`src/rtl/sccb_cfg_ctrl_pkg.sv`:
```
// Shared definitions for the OV5640 SCCB configuration controller.
// Holds the FSM state encoding, the default device write address and the
// field widths of the 32-bit reg_data word {dev_addr, reg_addr, reg_val}.
package sccb_cfg_ctrl_pkg;

  localparam int unsigned DevW   = 8;
  localparam int unsigned AddrW  = 16;
  localparam int unsigned ValW   = 8;
  localparam int unsigned RomW   = AddrW + ValW;
  localparam int unsigned DataW  = DevW + RomW;
  localparam int unsigned IdxW   = 10;
  localparam int unsigned CntW   = 16;
  localparam int unsigned RetryW = 2;

  localparam logic [DevW-1:0] DevAddrDefault = 8'h78;

  typedef enum logic [2:0] {
    IDLE,
    PWR_WAIT,
    LOAD,
    SEND,
    WAIT_ACK,
    GAP,
    DONE,
    ERROR
  } cfg_state_e;

  // Builds the word handed to the bit engine from the device address and a table entry.
  function automatic logic [DataW-1:0] pack_reg_data(input logic [DevW-1:0] dev,
                                                     input logic [RomW-1:0] entry);
    return {dev, entry};
  endfunction

endpackage

```
`src/rtl/sccb_cfg_ctrl.sv`:
```
// SCCB configuration sequencer for the OV5640.
// After cfg_start it waits PWR_DLY cycles, then walks the register table: each entry is
// latched into reg_data, launched with a one-cycle sccb_start, and acknowledged by the bit
// engine's bit_over. A NACK re-sends the same entry up to MAX_RETRY times before giving up.
// Ports:
//   clk_80K, rst_n  - clock, asynchronous active-low reset
//   cfg_start       - level; sampled only in IDLE
//   sccb_start      - one-cycle launch pulse to the bit engine
//   reg_data        - {DEV_ADDR, reg_addr, reg_val}, stable from LOAD until bit_over
//   bit_over,ack_err- end-of-transaction pulse and NACK flag from the engine
//   rom_idx,rom_data- table index out, combinational table entry in
//   cfg_done,cfg_err- terminal status flags
module sccb_cfg_ctrl
  import sccb_cfg_ctrl_pkg::*;
#(
  parameter logic [DevW-1:0]   DEV_ADDR  = DevAddrDefault,
  parameter logic [IdxW-1:0]   REG_NUM   = 10'd250,
  parameter logic [CntW-1:0]   PWR_DLY   = 16'd1600,
  parameter logic [7:0]        GAP_DLY   = 8'd4,
  parameter logic [RetryW-1:0] MAX_RETRY = 2'd3
) (
  input  logic             clk_80K,
  input  logic             rst_n,
  input  logic             cfg_start,
  output logic             sccb_start,
  output logic [DataW-1:0] reg_data,
  input  logic             bit_over,
  input  logic             ack_err,
  output logic [IdxW-1:0]  rom_idx,
  input  logic [RomW-1:0]  rom_data,
  output logic             cfg_done,
  output logic             cfg_err
);

  cfg_state_e        state_q, state_d;
  logic [CntW-1:0]   cnt_q, cnt_d;
  logic [RetryW-1:0] retry_q, retry_d;
  logic [IdxW-1:0]   idx_q, idx_d;
  logic [DataW-1:0]  data_q, data_d;
  logic              start_q, start_d;

  always_ff @(posedge clk_80K or negedge rst_n) begin
    if (!rst_n) begin
      state_q <= IDLE;
      cnt_q   <= '0;
      retry_q <= '0;
      idx_q   <= '0;
      data_q  <= '0;
      start_q <= 1'b0;
    end else begin
      state_q <= state_d;
      cnt_q   <= cnt_d;
      retry_q <= retry_d;
      idx_q   <= idx_d;
      data_q  <= data_d;
      start_q <= start_d;
    end
  end

  always_comb begin
    state_d = state_q;
    cnt_d   = cnt_q;
    retry_d = retry_q;
    idx_d   = idx_q;
    data_d  = data_q;
    start_d = 1'b0;

    unique case (state_q)
      IDLE: begin
        if (cfg_start) begin
          state_d = PWR_WAIT;
          cnt_d   = '0;
        end
      end

      // A zero-length table finishes straight from the power-up wait.
      PWR_WAIT: begin
        if (cnt_q + 16'd1 >= PWR_DLY) begin
          cnt_d   = '0;
          state_d = (idx_q < REG_NUM) ? LOAD : DONE;
        end else begin
          cnt_d = cnt_q + 16'd1;
        end
      end

      // start_d is registered so the pulse lines up with the SEND state.
      LOAD: begin
        data_d  = pack_reg_data(DEV_ADDR, rom_data);
        start_d = 1'b1;
        state_d = SEND;
      end

      SEND: state_d = WAIT_ACK;

      WAIT_ACK: begin
        if (bit_over) begin
          cnt_d = '0;
          if (!ack_err) begin
            retry_d = '0;
            idx_d   = idx_q + 10'd1;
            state_d = GAP;
          end else if (retry_q == MAX_RETRY) begin
            state_d = ERROR;
          end else begin
            retry_d = retry_q + 2'd1;
            state_d = GAP;
          end
        end
      end

      // At least one GAP cycle is always spent, even with GAP_DLY of zero.
      GAP: begin
        if (cnt_q + 16'd1 >= {8'd0, GAP_DLY}) begin
          cnt_d   = '0;
          state_d = (idx_q < REG_NUM) ? LOAD : DONE;
        end else begin
          cnt_d = cnt_q + 16'd1;
        end
      end

      DONE:    state_d = DONE;
      ERROR:   state_d = ERROR;
      default: state_d = IDLE;
    endcase
  end

  assign sccb_start = start_q;
  assign reg_data   = data_q;
  assign rom_idx    = idx_q;
  assign cfg_done   = (state_q == DONE);
  assign cfg_err    = (state_q == ERROR);

endmodule

```
`config.mk`:
```
export PLATFORM = sky130hd
export DESIGN_NAME = sccb_cfg_ctrl
export DESIGN_NICKNAME = d
export VERILOG_FILES = /design/src/rtl/sccb_cfg_ctrl_pkg.sv /design/src/rtl/sccb_cfg_ctrl.sv
export SDC_FILE = /design/constraint.sdc
export NUM_CORES = 1
export LEC_CHECK = 0
export BUFFER_PORTS_ARGS = -buffer_cell sky130_fd_sc_hd__clkbuf_2
export CAP_MARGIN = 5
export CELL_PAD_IN_SITES_DETAIL_PLACEMENT = 0
export CELL_PAD_IN_SITES_GLOBAL_PLACEMENT = 2
export CORE_ASPECT_RATIO = 1.5
export CORE_MARGIN = 10
export CORE_UTILIZATION = 30
export DETAILED_ROUTE_END_ITERATION = 8
export PLACE_DENSITY = 0.73
export SLEW_MARGIN = 10
export SYNTH_ARGS = -nofsm -noshare
export SYNTH_HDL_FRONTEND = slang
export SYNTH_SLANG_ARGS = --single-unit
```
`constraint.sdc`:
```
create_clock -name clk_80K -period 3.2 [get_ports clk_80K]
set_clock_uncertainty 0.15 [all_clocks]
set_input_delay 0.32 -clock clk_80K [delete_from_list [all_inputs] [get_ports clk_80K]]
set_output_delay 0.32 -clock clk_80K [all_outputs]
set_load 0.01 [all_outputs]
```
* After elaboration in Yosys (flattened, before gate mapping)
Index checks and enable logic that the tools add are counted. W data, S select, Z words.
Storage, ports and cells: output and inout port bits 45, register bits after elaboration 57, bits of input ports 29
Operators by class: eq/ne operators 13, bitwise operators 1, multiplexer cells 16, $lt $le $gt $ge 3, add/subtract/negate cells 3, reductions and logical operators 6
Operators by type and width (number):
- $mux W16 | 4
- $pmux W16 S4 | 1
- $pmux W3 S8 | 1
- $add A16 B1 Y16 const B | 1
- $ge A16 B11 Y1 const B | 1
- $ge A16 B3 Y1 const B | 1
- $mux W3 | 5
- $eq A3 B3 Y1 const B | 4
- $add A10 B1 Y10 const B | 1
- $lt A10 B8 Y1 const B | 1
- $ne A2 B2 Y1 const B | 5
- $reduce_and A3 Y1 | 3
- $mux W2 | 4
- $eq A3 B2 Y1 const B | 2
- $reduce_and A4 Y1 | 1
- $reduce_bool A4 Y1 | 1
- $eq A3 B1 Y1 const B | 1
- $logic_not A3 Y1 | 1
- $add A2 B1 Y2 const B | 1
- $eq A2 B2 Y1 const B | 1
- $mux W1 | 1
- $not A1 Y1 | 1

* Logic depth before layout (Yosys ltp)
Gate-level depths: netlist of the first run.
word-level depth 5, mapped depth 9

* Worst setup path after synthesis of the first run
OpenSTA, ideal clock, no wires.
path type register to register, from register cnt_q[0], to register state_q[1], stages on the path, launching flop included 9, clock period less this slack 2.637 ns, arrival 2.368 ns, path slack 0.563 ns, library setup time 0.120 ns, cells stage by stage dfrtp_1 > ha_1 > and4_4 > buf_6 > a21o_1 > a2111o_1 > a2111oi_4 > o21ai_2 > and3_1
Between the ends: longest elaborated chain between the ends 4, elaborated cells between the ends (all ways) 6
RTL lines:
- start: declaration | line sccb_cfg_ctrl.sv:36 | logic [CntW-1:0] cnt_q, cnt_d;
- start signal: assignment | line sccb_cfg_ctrl.sv:52 | cnt_q <= cnt_d;
- $add A16 B1 Y16 * | line sccb_cfg_ctrl.sv:78, sccb_cfg_ctrl.sv:113
- $ge A16 B3 Y1 / $ge A16 B11 Y1 (equally long branches) | line sccb_cfg_ctrl.sv:113, sccb_cfg_ctrl.sv:78
- $ne A2 B2 Y1 (no source line)
- $reduce_and A4 Y1 (no source line) *
- end signal: assignment | line sccb_cfg_ctrl.sv:51 | state_q <= state_d;
- end: declaration | line sccb_cfg_ctrl.sv:35 | cfg_state_e state_q, state_d;
Mark *: on every way between the ends. The rest lies on a longest branch, timed or not. A chain may end at the register's enable or synchronous reset.

* Worst setup path after layout of the first run
Same ends and word-level chain as after synthesis.

==> results of run 1 <==
## how the worst min path moves through the flow
stage               depth (start not counted)                     end                    from
finish                                      2    cnt_q[2]$_DFFE_PN0P_                   rst_n
CTS                                         2  rom_idx[5]$_DFFE_PN0P_                   rst_n
global placement                            1  rom_idx[5]$_DFFE_PN0P_  rom_idx[5]$_DFFE_PN0P_
detailed placement                          1  rom_idx[5]$_DFFE_PN0P_  rom_idx[5]$_DFFE_PN0P_
floorplan                                   0    cnt_q[0]$_DFFE_PN0P_                   rst_n
global route                                2  rom_idx[5]$_DFFE_PN0P_                   rst_n
## kinds of logic (layout without fill, tap and decap cells)
logic type                 count (synthesis)  in the layout  synth area share, %
AOI/OAI and AO/OA                         39             39                 10.8
xor gates and xnor gates                  12             12                 3.69
adders and majority gates                  4              4                 1.76
buffers and inverters                     22             91                 4.44
DFF                                       57             57                 50.1
muxes                                     27             27                 10.6
other                                      1              4                0.132
and+or+nand+nor                          102            102                 18.5
## through the flow
stage / util, % / cells
after floorplan: - / 267
after global placement: 35.2 / 432
after detailed placement: 35.2 / 432
after CTS: 38.7 / 448
after global routing: 38.7 / 448
final: 38.7 / 448
## per-layer routing
layer | track usage (%) | share of wire (%) | vias to the layer above
li1 | - | - | 1085
met1 | 10.7 | 38 | 1073
met2 | 18.4 | 56 | 45
met3 | 3.37 | 4.0 | 9
met4 | 4.92 | 1.6 | 0
met5 | 0 | 0 | -
## placed cells by master (no fill, tap or decap), drive strengths merged, types with 2 or more instances in the layout
| cell type | count |
|---|---|
| nor2 | 13 |
| and4 | 4 |
| xor2 | 2 |
| and2 | 12 |
| inv | 2 |
| nor3 | 6 |
| dfrtp | 57 |
| or2 | 3 |
| o221ai | 4 |
| clkinv | 2 |
| nand4 | 11 |
| clkbuf | 82 |
| a21o | 3 |
| mux2i | 2 |
| nand3 | 11 |
| o31ai | 3 |
| nand2 | 30 |
| ha | 4 |
| o211ai | 3 |
| xnor2 | 10 |
| o21ai | 8 |
| conb | 4 |
| and3 | 6 |
| a22o | 2 |
| mux2 | 25 |
| or4 | 2 |
| o2111ai | 3 |
| a31oi | 5 |
| buf | 3 |
## worst max-delay path, cell delays in order, from the launching register on
cell and delay, ns:
sky130_fd_sc_hd__dfrtp_1 0.46, sky130_fd_sc_hd__ha_1 0.30, sky130_fd_sc_hd__and4_4 0.23, sky130_fd_sc_hd__a21o_1 0.18, sky130_fd_sc_hd__a2111o_1 0.46, sky130_fd_sc_hd__a2111oi_4 0.59
sky130_fd_sc_hd__o21ai_2 0.18, sky130_fd_sc_hd__and3_1 0.18
## flip-flops by register name, indices dropped and copies added, names as in the netlist
register / count
reg_data: 25
cnt_q: 16
rom_idx: 10
state_q: 3
retry_q: 2
sccb_start: 1
## layout make-up
cell class	count	area, um^2
fill	949	5670
sequential	57	1430
clock buffer	13	280
timing repair buffer	72	368
clock inverter	3	46.3
inverter	3	11.3
multi-input combinational	188	1310
tap	112	140
## report_power, final
group | switching, mW | internal [mW] | leakage [nW]
clock network | 0.329 | 0.688 | 0.158
logic | 0.545 | 0.453 | 0.819
registers | 0.190 | 0.952 | 0.719
==> reports/summary.md, run 1 <==
OpenSTA, run right after detailed placement, puts the worst setup slack at 0.341 ns. The die is 139 um tall. Compared with the post-synthesis result, the final layout area differs by 25.8%. The data arrival time at the worst-slack endpoint came out at 2.90 ns.

The run gives 0 as the count of yosys warnings during synthesis. The number of antenna diodes in the final layout is 0. The die covers 0.0139 mm^2. Dividing the detail-routed via count by the number of cells gives 4.94. The sort of element at the start of the critical path is a flop. After synthesis, flip-flops and latches occupy 50.1% of the total area. The post-CTS setup buffer count was 0. The synthesized design contains 0 enable-type register cells. Tracing the worst setup path back leads to its startpoint at cnt_q[0]$_DFFE_PN0P_. The cell area that synthesis handed to floorplanning was 0.00285 mm^2. Sorting the synthesized cells by area gives the leading types as sky130_fd_sc_hd__dfrtp_1 50%, sky130_fd_sc_hd__mux2_2 9.9%, sky130_fd_sc_hd__nand2_1 4.0%, sky130_fd_sc_hd__xnor2_1 3.1%, sky130_fd_sc_hd__and2_1 2.6%. Gates resized during post-CTS repair numbered 0.

At the later pin of the worst-skew pair, clock insertion delay measures 0.32 ns. IR analysis of the VDD net gives a maximum drop of 0.462 mV. The final period demand of the worst path was 2.84 ns; the number of antenna-violating nets in the routed design was 0.

The required time reported for the critical path endpoint is 3.26 ns. Counting the buffers created by CTS gives 9. The logs give 0 for the post-detailed-route DRC marker count and 0 for the final global-route overflow total. The post-route netlist has 35.4% of its cells at a drive strength greater than 1. Setup violations remaining at the end of the flow were counted as 0. The finished cells cover 0.00358 mm^2. The first routing iteration left 118 violations.

The worst setup path is captured at a flop. The cell sitting at the root of the clock tree is a sky130_fd_sc_hd__clkbuf_16. The endpoint identified for the worst register-to-register timing path is state_q[1]$_DFFE_PN0P_. The run gives 364 as the layout net count.

Core outline area: 0.00925 mm^2. The critical path ends at state_q[1]$_DFFE_PN0P_. The number of instances in the synthesized netlist was 264; the worst setup slack after layout was 0.356 ns. The fraction of registers with async set/reset was 100%; the post-route clock period utilization was 88.9%.

The cell taking the most area after synthesis was sky130_fd_sc_hd__dfrtp_1. Adding up every negative setup slack in the final design gives 0 ns. Entering global routing, the biggest net connects 58 pins. The synthesized area per cell came out at 10.8 um^2. The H-tree generated during clock tree synthesis spans 3 levels.

Highest fanout seen on the critical path: 8. Instance area after placement: 0.00325 mm^2. The logs give 48 for the distinct cell type count of the synthesized netlist and 4 for the number of search-and-repair iterations in the first detailed-routing pass. In this run the tightest slew margin relative to its limit is 50.5%. TritonCTS built the clock tree.

The post-route worst hold slack was -0.0125 ns. After clock tree synthesis, the clock-pin slew on the worst setup and hold paths is 0.05 ns. The hold violation total from the final report was 15. Power density relative to cell area: 882 mW/mm^2. The transition time at the pin with the least slew margin was 0.743 ns. The launching point of the worst reg2reg path is cnt_q[0]$_DFFE_PN0P_.

Routability-driven placement finished with a final weighted congestion of 0.777. Hold buffer count at CTS: 0. The run finished, with violations left. The top cell type's share of synthesized area was 50.1%. The commonest cells after synthesis are 57 x sky130_fd_sc_hd__dfrtp_1, 30 x sky130_fd_sc_hd__nand2_1, 25 x sky130_fd_sc_hd__mux2_2, 13 x sky130_fd_sc_hd__nor2_1, 12 x sky130_fd_sc_hd__and2_1. In the final routed layout, each cell accounts on average for 15.7 um. The count of buffers added on input and output ports is 69. The number of clock sinks is 57, and the worst-case register-to-register setup slack is 0.36 ns. Setup repair after global routing left no endpoint under its margin. The die is 99.5 um wide.

The HPWL after detailed placement is 5.12 mm. Static timing analysis puts the maximum clock frequency at 0.352 GHz. During I/O placement, the number of pins put on the boundary was 74. The number of cells on the worst reg-to-reg path is 7. For this block, the routed nets add up to 7.04 mm of wire. For the final-report max-slew violation count, the log shows 0. The count of standard-cell rows was 43; the leakage power was 1.70 nW.

Counting along the longest clock path gives a buffer depth of 2. After synthesis the netlist holds a flip-flop and latch count of 57. The tools report the global-route wire length before repair as 11.8 mm. The worst setup path is of the reg -> reg kind. The overall track demand over capacity in global routing came out at 10.4%.

The checks that failed: negative hold slack. Via count of the first global-routing pass: 2339. The design draws 3.16 mW. Most used flip-flop cell after synthesis: sky130_fd_sc_hd__dfrtp_1. The run gives 30.8% as the initial core utilization. The number of antenna violations at the first check in global routing came out at 0. The most common cell in the synthesized netlist is sky130_fd_sc_hd__dfrtp_1. The path category of the worst min-delay check was in -> async. The logs give 2212 for the detailed-route via count and 0 for the max-capacitance violation count.
Note: power is estimated with default switching activity, not from simulation.
==> run 2, diff against run 1 <==
==> constraint.sdc (replaced) <==
create_clock -name clk_80K -period 3.2 [get_ports clk_80K]
set_clock_uncertainty 0.15 [all_clocks]
set_input_delay 0.64 -clock clk_80K [delete_from_list [all_inputs] [get_ports clk_80K]]
set_output_delay 0.64 -clock clk_80K [all_outputs]
set_load 0.01 [all_outputs]
==> reports/summary.md, run 2 (synthesis results as in run 1) <==
The run finished with clean final reports. The leading cell type in the layout, fill and taps excluded is sky130_fd_sc_hd__clkbuf_2. TritonCTS built the clock tree. By startpoint and endpoint, the worst setup path is classified as reg -> reg. The utilization after layout is 38.2% (-0.49 points), and the final period demand of the worst path is 2.70 ns (-0.141 ns).

Vertical die dimension: 139 um (unchanged). The overall track demand over capacity in global routing is 10.5% (+0.047 points). The logs give 0 (unchanged) for the final global-route overflow total and 0.00326 mm^2 (+0.23%) for the instance area after placement.

The tools report the maximum clock frequency as 0.370 GHz (+5.2%). The global routing met3 resource utilization was 3.62% (+0.25 points). The run gives 58 (unchanged) as the pin count of the biggest net entering global routing. The power density relative to cell area works out to 853 mW/mm^2 (-3.3%). The worst-path cell with the longest stage delay was sky130_fd_sc_hd__a2111o_1. The via count normalized by instance count was 4.89 (-0.90%). The tools report the number of antenna violations at the first check in global routing as 0 (unchanged). The required time reported for the critical path endpoint came out at 3.31 ns (+0.05 ns). The tools report the antenna cell count as 0 (unchanged). The post-CTS setup buffer count was 0 (unchanged); the hold buffer count at CTS was 0 (unchanged).

Met2 track demand over resource in global routing: 18.6% (+0.21 points). The post-route clock period utilization is 84.5% (-4.4 points). The number of search-and-repair iterations in the first detailed-routing pass is 4 (unchanged), and the largest buffer count on any clock path is 2 (unchanged). Total I/O pin count: 74 (unchanged).

From synthesis to final layout, the design area changed by 24.2%. The share of layout cells above drive strength 1 is 35.3% (-0.11 points), and the initial core utilization is 30.8% (unchanged). Path category of the worst min-delay check: in -> async. The count of standard-cell rows was 43 (unchanged). The overall die width works out to 99.5 um (unchanged). met2 is the most crowded layer.

The logs give 0.513 ns (+0.172 ns) for the post-placement worst setup slack and 0.00353 mm^2 (-1.3%) for the cell area after layout. Via count of the first global-routing pass: 2285 (-2.3%). Routability congestion estimate from global placement: 0.766 (-1.3%). Final-report max-slew violation count: 0 (unchanged). The worst slew margin relative to its limit came out at 51.4% (+0.95 points). The tools report the leakage power as 1.68 nW (-1.0%).

The master cell of the clock root buffer is sky130_fd_sc_hd__clkbuf_16. For the met1 usage in global routing, the log shows 10.6% (-0.16 points). The flip-flop count of the largest register after layout was 25 (unchanged).

The clock transition at the registers of the reported paths works out to 0.05 ns (about the same). The worst setup path is launched from a flop. The number of antenna-violating nets in the routed design is 0 (unchanged), and the total design power is 3.01 mW (-4.5%). The worst setup path is captured at a flop.

The starting DRC count in detailed routing is 97 (-18%), and the count of cells resized by post-cts repair is 0 (unchanged). The run gives 0 ns (unchanged) as the setup TNS after final layout. The detailed-route via count was 2197 (-0.68%); the critical path's largest stage delay was 0.47 ns (-0.12 ns).

For the layout net count, the log shows 365 (+0.27%). The highest fanout seen on the critical path is 8 (unchanged). The transition time at the pin with the least slew margin came out at 0.729 ns (-0.0143 ns). The maximum level of the CTS H-tree was 3 (unchanged). For the max-capacitance violation count, the log shows 0 (unchanged). The signal on the critical path passes through ha_1, and4_4, a21o_1, a2111o_1, a2111oi_4, buf_4, o221ai_1, nand2_1.

The final routed wirelength across all metal layers was 7.01 mm (-0.40%). The die footprint is 0.0139 mm^2 (unchanged). The run gives 0 (unchanged) as the count of endpoints failing setup in the final report.

The tools report the post-detailed-route DRC marker count as 0 (unchanged). The clock insertion delay at the later pin of the skew report is 0.32 ns (about the same), and the global-route wire length before repair is 11.8 mm (+0.30%). The core outline area came out at 0.00925 mm^2 (unchanged).

The wire length per cell after detailed routing is 15.6 um (-0.62%), and the half-perimeter wire length of the detailed placement result is 5.23 mm (+2.1%). Hold violation total from the final report: 0 (-15). Worst setup slack after layout: 0.497 ns (+0.141 ns). The library cells used most frequently in the layout, excluding fill and tap cells, are 69 x sky130_fd_sc_hd__clkbuf_2, 57 x sky130_fd_sc_hd__dfrtp_1, 30 x sky130_fd_sc_hd__nand2_1, 25 x sky130_fd_sc_hd__mux2_2. The logs give 57 (unchanged) for the number of clock sinks and 9 (unchanged) for the number of buffers inserted during clock tree synthesis. Setup repair after global routing left no endpoint under its margin. The tools report the data arrival time at the worst-slack endpoint as 2.82 ns (-0.08 ns). The peak supply drop is 0.467 mV (+1.1%), and the number of buffer cells added on primary ports is 69 (unchanged).
==> run 2: layout make-up <==
type	instances	area, um^2
well taps	112	140
clock inverters	5	31.3
fillers	952	5720
flip-flops and latches	57	1430
inverters	3	11.3
multi-input cells	188	1310
clock buffers	11	243
repair buffers	73	375
==> run 2: report_power, final <==
part	switching [mW]	internal [mW]
Combinational	0.546	0.461
Clock	0.326	0.541
Sequential	0.188	0.952
Total	1.06	1.95
==> run 2: worst paths after layout <==
kind | startpoint | to | slack, ns | cells after the start
max | cnt_q[0]$_DFFE_PN0P_ | cnt_q[2]$_DFFE_PN0P_ | 0.50 | 8
min reg2reg | rom_idx[5]$_DFFE_PN0P_ | rom_idx[5]$_DFFE_PN0P_ | 0.34 | 1
min | rst_n | cnt_q[4]$_DFFE_PN0P_ | 0.30 | 2
max in group asynchronous | rst_n | reg_data[23]$_DFFE_PN0P_ | 2.10 | 2
min in group clk_80K | rom_idx[5]$_DFFE_PN0P_ | rom_idx[5]$_DFFE_PN0P_ | 0.34 | 1
max reg2reg | cnt_q[0]$_DFFE_PN0P_ | cnt_q[2]$_DFFE_PN0P_ | 0.50 | 8
==> run 2: metrics by stage <==
stage | hold WS [ns] | std cells
2_1_floorplan | 0.194 | 267
3_3_place_gp | 0.328 | 433
3_5_place_dp | 0.337 | 433
4_1_cts | 0.342 | 449
5_1_grt | 0.361 | 449
6_report | 0.303 | 449
==> run 2: worst max-delay path: cells and delay by family (launching register included) <==
| kind | cells | cell delay (ns) |
|---|---|---|
| buf+inv | 1 | 0.22 |
| simple gates | 2 | 0.32 |
| fa+ha+maj | 1 | 0.29 |
| compound gates | 4 | 1.21 |
| flops | 1 | 0.45 |
==> run 2: routing by layer <==
| layer | routed length, um | up-vias |
|---|---|---|
| met5 | 0 | - |
| met4 | 126 | 0 |
| met3 | 292 | 12 |
| met2 | 3840 | 43 |
| met1 | 2750 | 1059 |
| li1 | - | 1083 |
==> run 3, diff against run 2 <==
--- a/config.mk
+++ b/config.mk
@@ -5,6 +5,7 @@
 export SDC_FILE = /design/constraint.sdc
 export NUM_CORES = 1
 export LEC_CHECK = 0
+export ABC_AREA = 1
 export BUFFER_PORTS_ARGS = -buffer_cell sky130_fd_sc_hd__clkbuf_2
 export CAP_MARGIN = 5
 export CELL_PAD_IN_SITES_DETAIL_PLACEMENT = 0
@@ -13,7 +14,7 @@
 export CORE_MARGIN = 10
 export CORE_UTILIZATION = 30
 export DETAILED_ROUTE_END_ITERATION = 8
-export PLACE_DENSITY = 0.73
+export PLACE_DENSITY = 0.8
 export SLEW_MARGIN = 10
 export SYNTH_ARGS = -nofsm -noshare
 export SYNTH_HDL_FRONTEND = slang
==> constraint.sdc (replaced) <==
create_clock -name clk_80K -period 2.57 [get_ports clk_80K]
set_clock_uncertainty 0.15 [all_clocks]
set_input_delay 0.514 -clock clk_80K [delete_from_list [all_inputs] [get_ports clk_80K]]
set_output_delay 0.514 -clock clk_80K [all_outputs]
set_load 0.01 [all_outputs]
==> reports/summary.md, run 3 <==
The number of cells after detailed placement was 546 (+26%). The count of endpoints failing setup in the final report was 0 (unchanged); the clock transition at the registers of the reported paths was 0.05 ns (about the same). Number of antenna-violating nets in the routed design: 0 (unchanged). The flow ran to the end, and the final reports show no timing, DRC or antenna violations.

The number of buffers inserted during clock tree synthesis was 9 (unchanged); the number of instances in the synthesized netlist was 369 (+40%). The worst slew margin relative to its limit is 61.6% (+10 points), and the portion of the post-synthesis area used by sequential elements is 49.6% (-0.52 points). The number of buffer cells added on primary ports is 69 (unchanged), and the die footprint is 0.0140 mm^2 (+0.87%). The reported net switching power was 1.34 mW (+26%).

The overall track demand over capacity in global routing is 11.8% (+1.3 points), and the via count of the first global-routing pass is 2646 (+16%). The initial core utilization was 30.9% (+0.14 points). By area, the combinational part of the netlist is dominated by simple AND/OR/NAND/NOR gates.

The switching share of power is 35.9% (+0.74 points), and the count of standard-cell rows is 43 (unchanged). The required time reported for the critical path endpoint was 2.69 ns (-0.62 ns). The hold violation total from the final report was 0 (unchanged); the share of total power in the clock network was 32.1% (+3.3 points).

By count the netlist is led by 150 x sky130_fd_sc_hd__nand2_1, 57 x sky130_fd_sc_hd__dfrtp_1, 37 x sky130_fd_sc_hd__nor2_1, 29 x sky130_fd_sc_hd__inv_1, 22 x sky130_fd_sc_hd__nand3_1. Among all flip-flop cells after synthesis, the most frequent one is sky130_fd_sc_hd__dfrtp_1. Instance area after placement: 0.00335 mm^2 (+2.6%).

The via count normalized by instance count was 4.50 (-8.0%). sky130_fd_sc_hd__dfrtp_1 takes more of the synthesized area than any other cell. The leading cell type in the layout, fill and taps excluded was sky130_fd_sc_hd__nand2_1. On the critical path the largest part of the delay comes from simple AND/OR/NAND/NOR gates. The hold buffer count at CTS was 0 (unchanged); the count of cells resized by post-cts repair was 0 (unchanged). Setup repair after global routing left no endpoint under its margin.

The mux share of post-synthesis cell area was 0.391% (-10 points). Top cell type's share of synthesized area: 49.6% (-0.52 points). Number of cells on the critical path: 11 (+3). The setup TNS after final layout is 0 ns (unchanged). The combined buffer and inverter count along the critical path is 0 (-1), and the leakage power is 1.94 nW (+15%). The vertical die dimension was 140 um (+0.45%). Routability congestion estimate from global placement: 0.798 (+4.2%). The total design power came out at 3.72 mW (+23%).

By area the synthesized netlist is led by sky130_fd_sc_hd__dfrtp_1 50%, sky130_fd_sc_hd__nand2_1 20%, sky130_fd_sc_hd__nor2_1 4.8%, sky130_fd_sc_hd__nand3_1 3.8%, sky130_fd_sc_hd__inv_1 3.8%. Total I/O pin count: 74 (unchanged). The number of flops mapped to enable cells by yosys is 0 (unchanged), and the distinct cell type count of the synthesized netlist is 32 (-33%). The internal power consumption was 2.38 mW (+22%); the fraction of registers with async set/reset was 100% (unchanged). Following the worst setup path forward leads to its endpoint at cnt_q[9]$_DFFE_PN0P_.

The depth of the worst register-to-register path is 11 (+3), and the adder-cell area share of the yosys netlist is 1.74% (-0.018 points). The pin count of the biggest net entering global routing was 37 (-36%). The worst setup path is captured at a flop.

The post-CTS setup buffer count was 0 (unchanged). The logs give 7.79 mm (+11%) for the final routed wirelength across all metal layers and 4 (unchanged) for the number of search-and-repair iterations in the first detailed-routing pass. The cell area after layout was 0.00364 mm^2 (+3.1%). The core outline area is 0.00931 mm^2 (+0.58%). TritonCTS built the clock tree. In this run the clock root is driven by a sky130_fd_sc_hd__clkbuf_16. The worst-case register-to-register setup slack is 0.20 ns (-0.30 ns). Walking the worst path, the cells encountered are ha_1, nand2_1, nor2_2, nand2_1, xor2_1, nand3_1, nor2_2, nand3_2, nand2_2, nand3_1, nand2_1.

The combinational share of power came out at 31.0% (-2.4 points). The layout net count is 478 (+31%). In this run the critical register-to-register path is launched from cnt_q[0]$_DFFE_PN0P_. The largest buffer count on any clock path was 2 (unchanged). Critical path start-end classification: reg -> reg. The post-route met1 wirelength was 3.08 mm (+12%); the number of antenna violations at the first check in global routing was 0 (unchanged).

The count of yosys warnings during synthesis is 0 (unchanged). The wire length per cell after detailed routing came out at 13.9 um (-11%). The final standard cell count with taps included and fillers excluded was 561 (+25%). The detailed-route via count came out at 2525 (+15%). The fraction of the mapped netlist area in compound gates was 3.96% (-6.9 points).

The data arrival time at the worst-slack endpoint was 2.49 ns (-0.33 ns). Flip-flop count of the largest register after layout: 25 (unchanged). The area added between synthesis and finish works out to 26.7%. In this run the worst setup path begins at cnt_q[0]$_DFFE_PN0P_. The register bit count reported by yosys was 57 (unchanged).

The worst setup slack after layout was 0.198 ns (-0.300 ns); the post-route clock period utilization was 92.3% (+7.8 points). The global-route wire length before repair is 13.2 mm (+11%), and the post-synthesis simple-gate area fraction is 34.6% (+16 points). The starting DRC count in detailed routing is 73 (-25%). The sort of element at the start of the critical path was a flop.

Total met3 wirelength after detailed routing: 573 um (+96%). The transition time at the pin with the least slew margin works out to 0.576 ns (-0.153 ns). The highest fanout seen on the critical path is 12 (+4), and the sequential fraction of design power is 36.9% (-0.9 points). The uppermost metal layer occupied by signal nets was met4. The power density relative to cell area was 1020 mW/mm^2 (+20%); the final period demand of the worst path was 2.37 ns (-0.330 ns).

The utilization after layout was 39.1% (+0.95 points); the half-perimeter wire length of the detailed placement result was 6.01 mm (+15%). The detailed-routed wire length on met2 was 3.96 mm (+3.0%); the synthesized area per cell was 7.80 um^2 (-28%). By instance count, the cell type seen most on the critical path is sky130_fd_sc_hd__nand2_1. The share of layout cells above drive strength 1 was 23.6% (-12 points). Among all cell types in the netlist, the one instantiated most often is sky130_fd_sc_hd__nand2_1. For the peak supply drop, the log shows 0.463 mV (-0.93%).

Critical path's largest stage delay: 0.47 ns (about the same). The run gives 0 (unchanged) as the final-report max-slew violation count. The run gives 57 (unchanged) as the number of clock sinks.

For the area of the mapped netlist, the log shows 0.00288 mm^2 (+1.1%). The post-route worst hold slack came out at 0.0226 ns (-0.280 ns). The library cells used most frequently in the layout, excluding fill and tap cells, are 150 x sky130_fd_sc_hd__nand2_1, 69 x sky130_fd_sc_hd__clkbuf_2, 57 x sky130_fd_sc_hd__dfrtp_1, 37 x sky130_fd_sc_hd__nor2_1, 29 x sky130_fd_sc_hd__inv_1. The endpoint identified for the worst register-to-register timing path is cnt_q[9]$_DFFE_PN0P_.

Path category of the worst min-delay check: in -> async. Overall die width: 100 um (+0.42%). The maximum clock frequency is 0.421 GHz (+14%). The logs give 0 (unchanged) for the post-detailed-route DRC marker count and 0 (unchanged) for the max-capacitance violation count. The run gives 0.240 ns (-0.273 ns) as the post-placement worst setup slack. The logs give 0 (unchanged) for the final global-route overflow total and 3 (unchanged) for the maximum level of the CTS H-tree. The worst-path cell with the longest stage delay was sky130_fd_sc_hd__dfrtp_1. The antenna cell count was 0 (unchanged); the clock insertion delay at the later pin of the skew report was 0.33 ns (about the same). The synthesized-area fraction occupied by xor and xnor cells works out to 2.74% (-0.95 points).
[run 3: cell count changes in the layout (fill, tap and decap cells not counted), moves of 5 or more]
| cell | change |
|---|---|
| sky130_fd_sc_hd__nand2_1 | +120 |
| sky130_fd_sc_hd__inv_1 | +27 |
| sky130_fd_sc_hd__nor2_1 | +25 |
| sky130_fd_sc_hd__mux2_2 | -24 |
| sky130_fd_sc_hd__and2_1 | -12 |
| sky130_fd_sc_hd__nand3_1 | +11 |
| sky130_fd_sc_hd__a31oi_1 | -5 |
| sky130_fd_sc_hd__and3_1 | -5 |
| sky130_fd_sc_hd__nor2_2 | +5 |
| sky130_fd_sc_hd__nor3_1 | -5 |
| sky130_fd_sc_hd__xnor2_1 | -5 |
[run 3: worst register-to-register path, stage by stage (launching register included)]
cell,delay [ns]
sky130_fd_sc_hd__dfrtp_1,0.47
sky130_fd_sc_hd__ha_1,0.25
sky130_fd_sc_hd__nand2_1,0.09
sky130_fd_sc_hd__nor2_2,0.22
sky130_fd_sc_hd__nand2_1,0.11
sky130_fd_sc_hd__xor2_1,0.26
sky130_fd_sc_hd__nand3_1,0.13
sky130_fd_sc_hd__nor2_2,0.10
sky130_fd_sc_hd__nand3_2,0.10
sky130_fd_sc_hd__nand2_2,0.24
sky130_fd_sc_hd__nand3_1,0.12
sky130_fd_sc_hd__nand2_1,0.07
[run 3: area by class of cell]
class | count | area (um^2)
clock inverters | 3 | 40.0
multi-input cells | 272 | 1260
fillers | 1010 | 5660
flip-flops and latches | 57 | 1430
repair buffers | 75 | 403
clock buffers | 12 | 256
inverters | 30 | 113
well taps | 112 | 140
[run 3: worst min-delay path by stage]
| stage | start | end | slack [ns] | depth (start not counted) |
|---|---|---|---|---|
| after floorplan | rst_n | cnt_q[0]$_DFFE_PN0P_ | 0.07 | 0 |
| after global placement | reg_data[19]$_DFFE_PN0P_ | reg_data[19]$_DFFE_PN0P_ | 0.30 | 2 |
| after detailed placement | reg_data[20]$_DFFE_PN0P_ | reg_data[20]$_DFFE_PN0P_ | 0.31 | 2 |
| after CTS | rst_n | rom_idx[2]$_DFFE_PN0P_ | 0.04 | 1 |
| after global routing | rst_n | rom_idx[3]$_DFFE_PN0P_ | 0.06 | 1 |
| final | rst_n | rom_idx[3]$_DFFE_PN0P_ | 0.02 | 1 |
[run 3: power groups by stage]
stage	Sequential, mW	Clock [mW]	Combinational, mW
6_report	1.37	1.19	1.15
5_1_grt	1.42	1.26	1.34
4_1_cts	1.38	1.22	1.20
3_5_place_dp	1.38	0	1.20
3_3_place_gp	1.37	0	1.19
2_1_floorplan	1.44	0	0.629
[run 3: per-layer routing]
| layer | track usage [%] | vias up |
|---|---|---|
| met2 | 19.6 | 61 |
| li1 | - | 1303 |
| met1 | 12.5 | 1148 |
| met5 | 0 | - |
| met4 | 4.62 | 0 |
| met3 | 5.51 | 13 |
[run 3: kinds of logic (layout without fill, tap and decap cells)]
| logic type | Yosys count | count (layout) |
|---|---|---|
| AOI/OAI and AO/OA | 19 | 19 |
| xor gates and xnor gates | 9 | 9 |
| adders and majority gates | 4 | 4 |
| buffers and inverters | 43 | 120 |
| DFF | 57 | 57 |
| muxes | 1 | 1 |
| other | 1 | 4 |
| and+or+nand+nor | 235 | 235 |
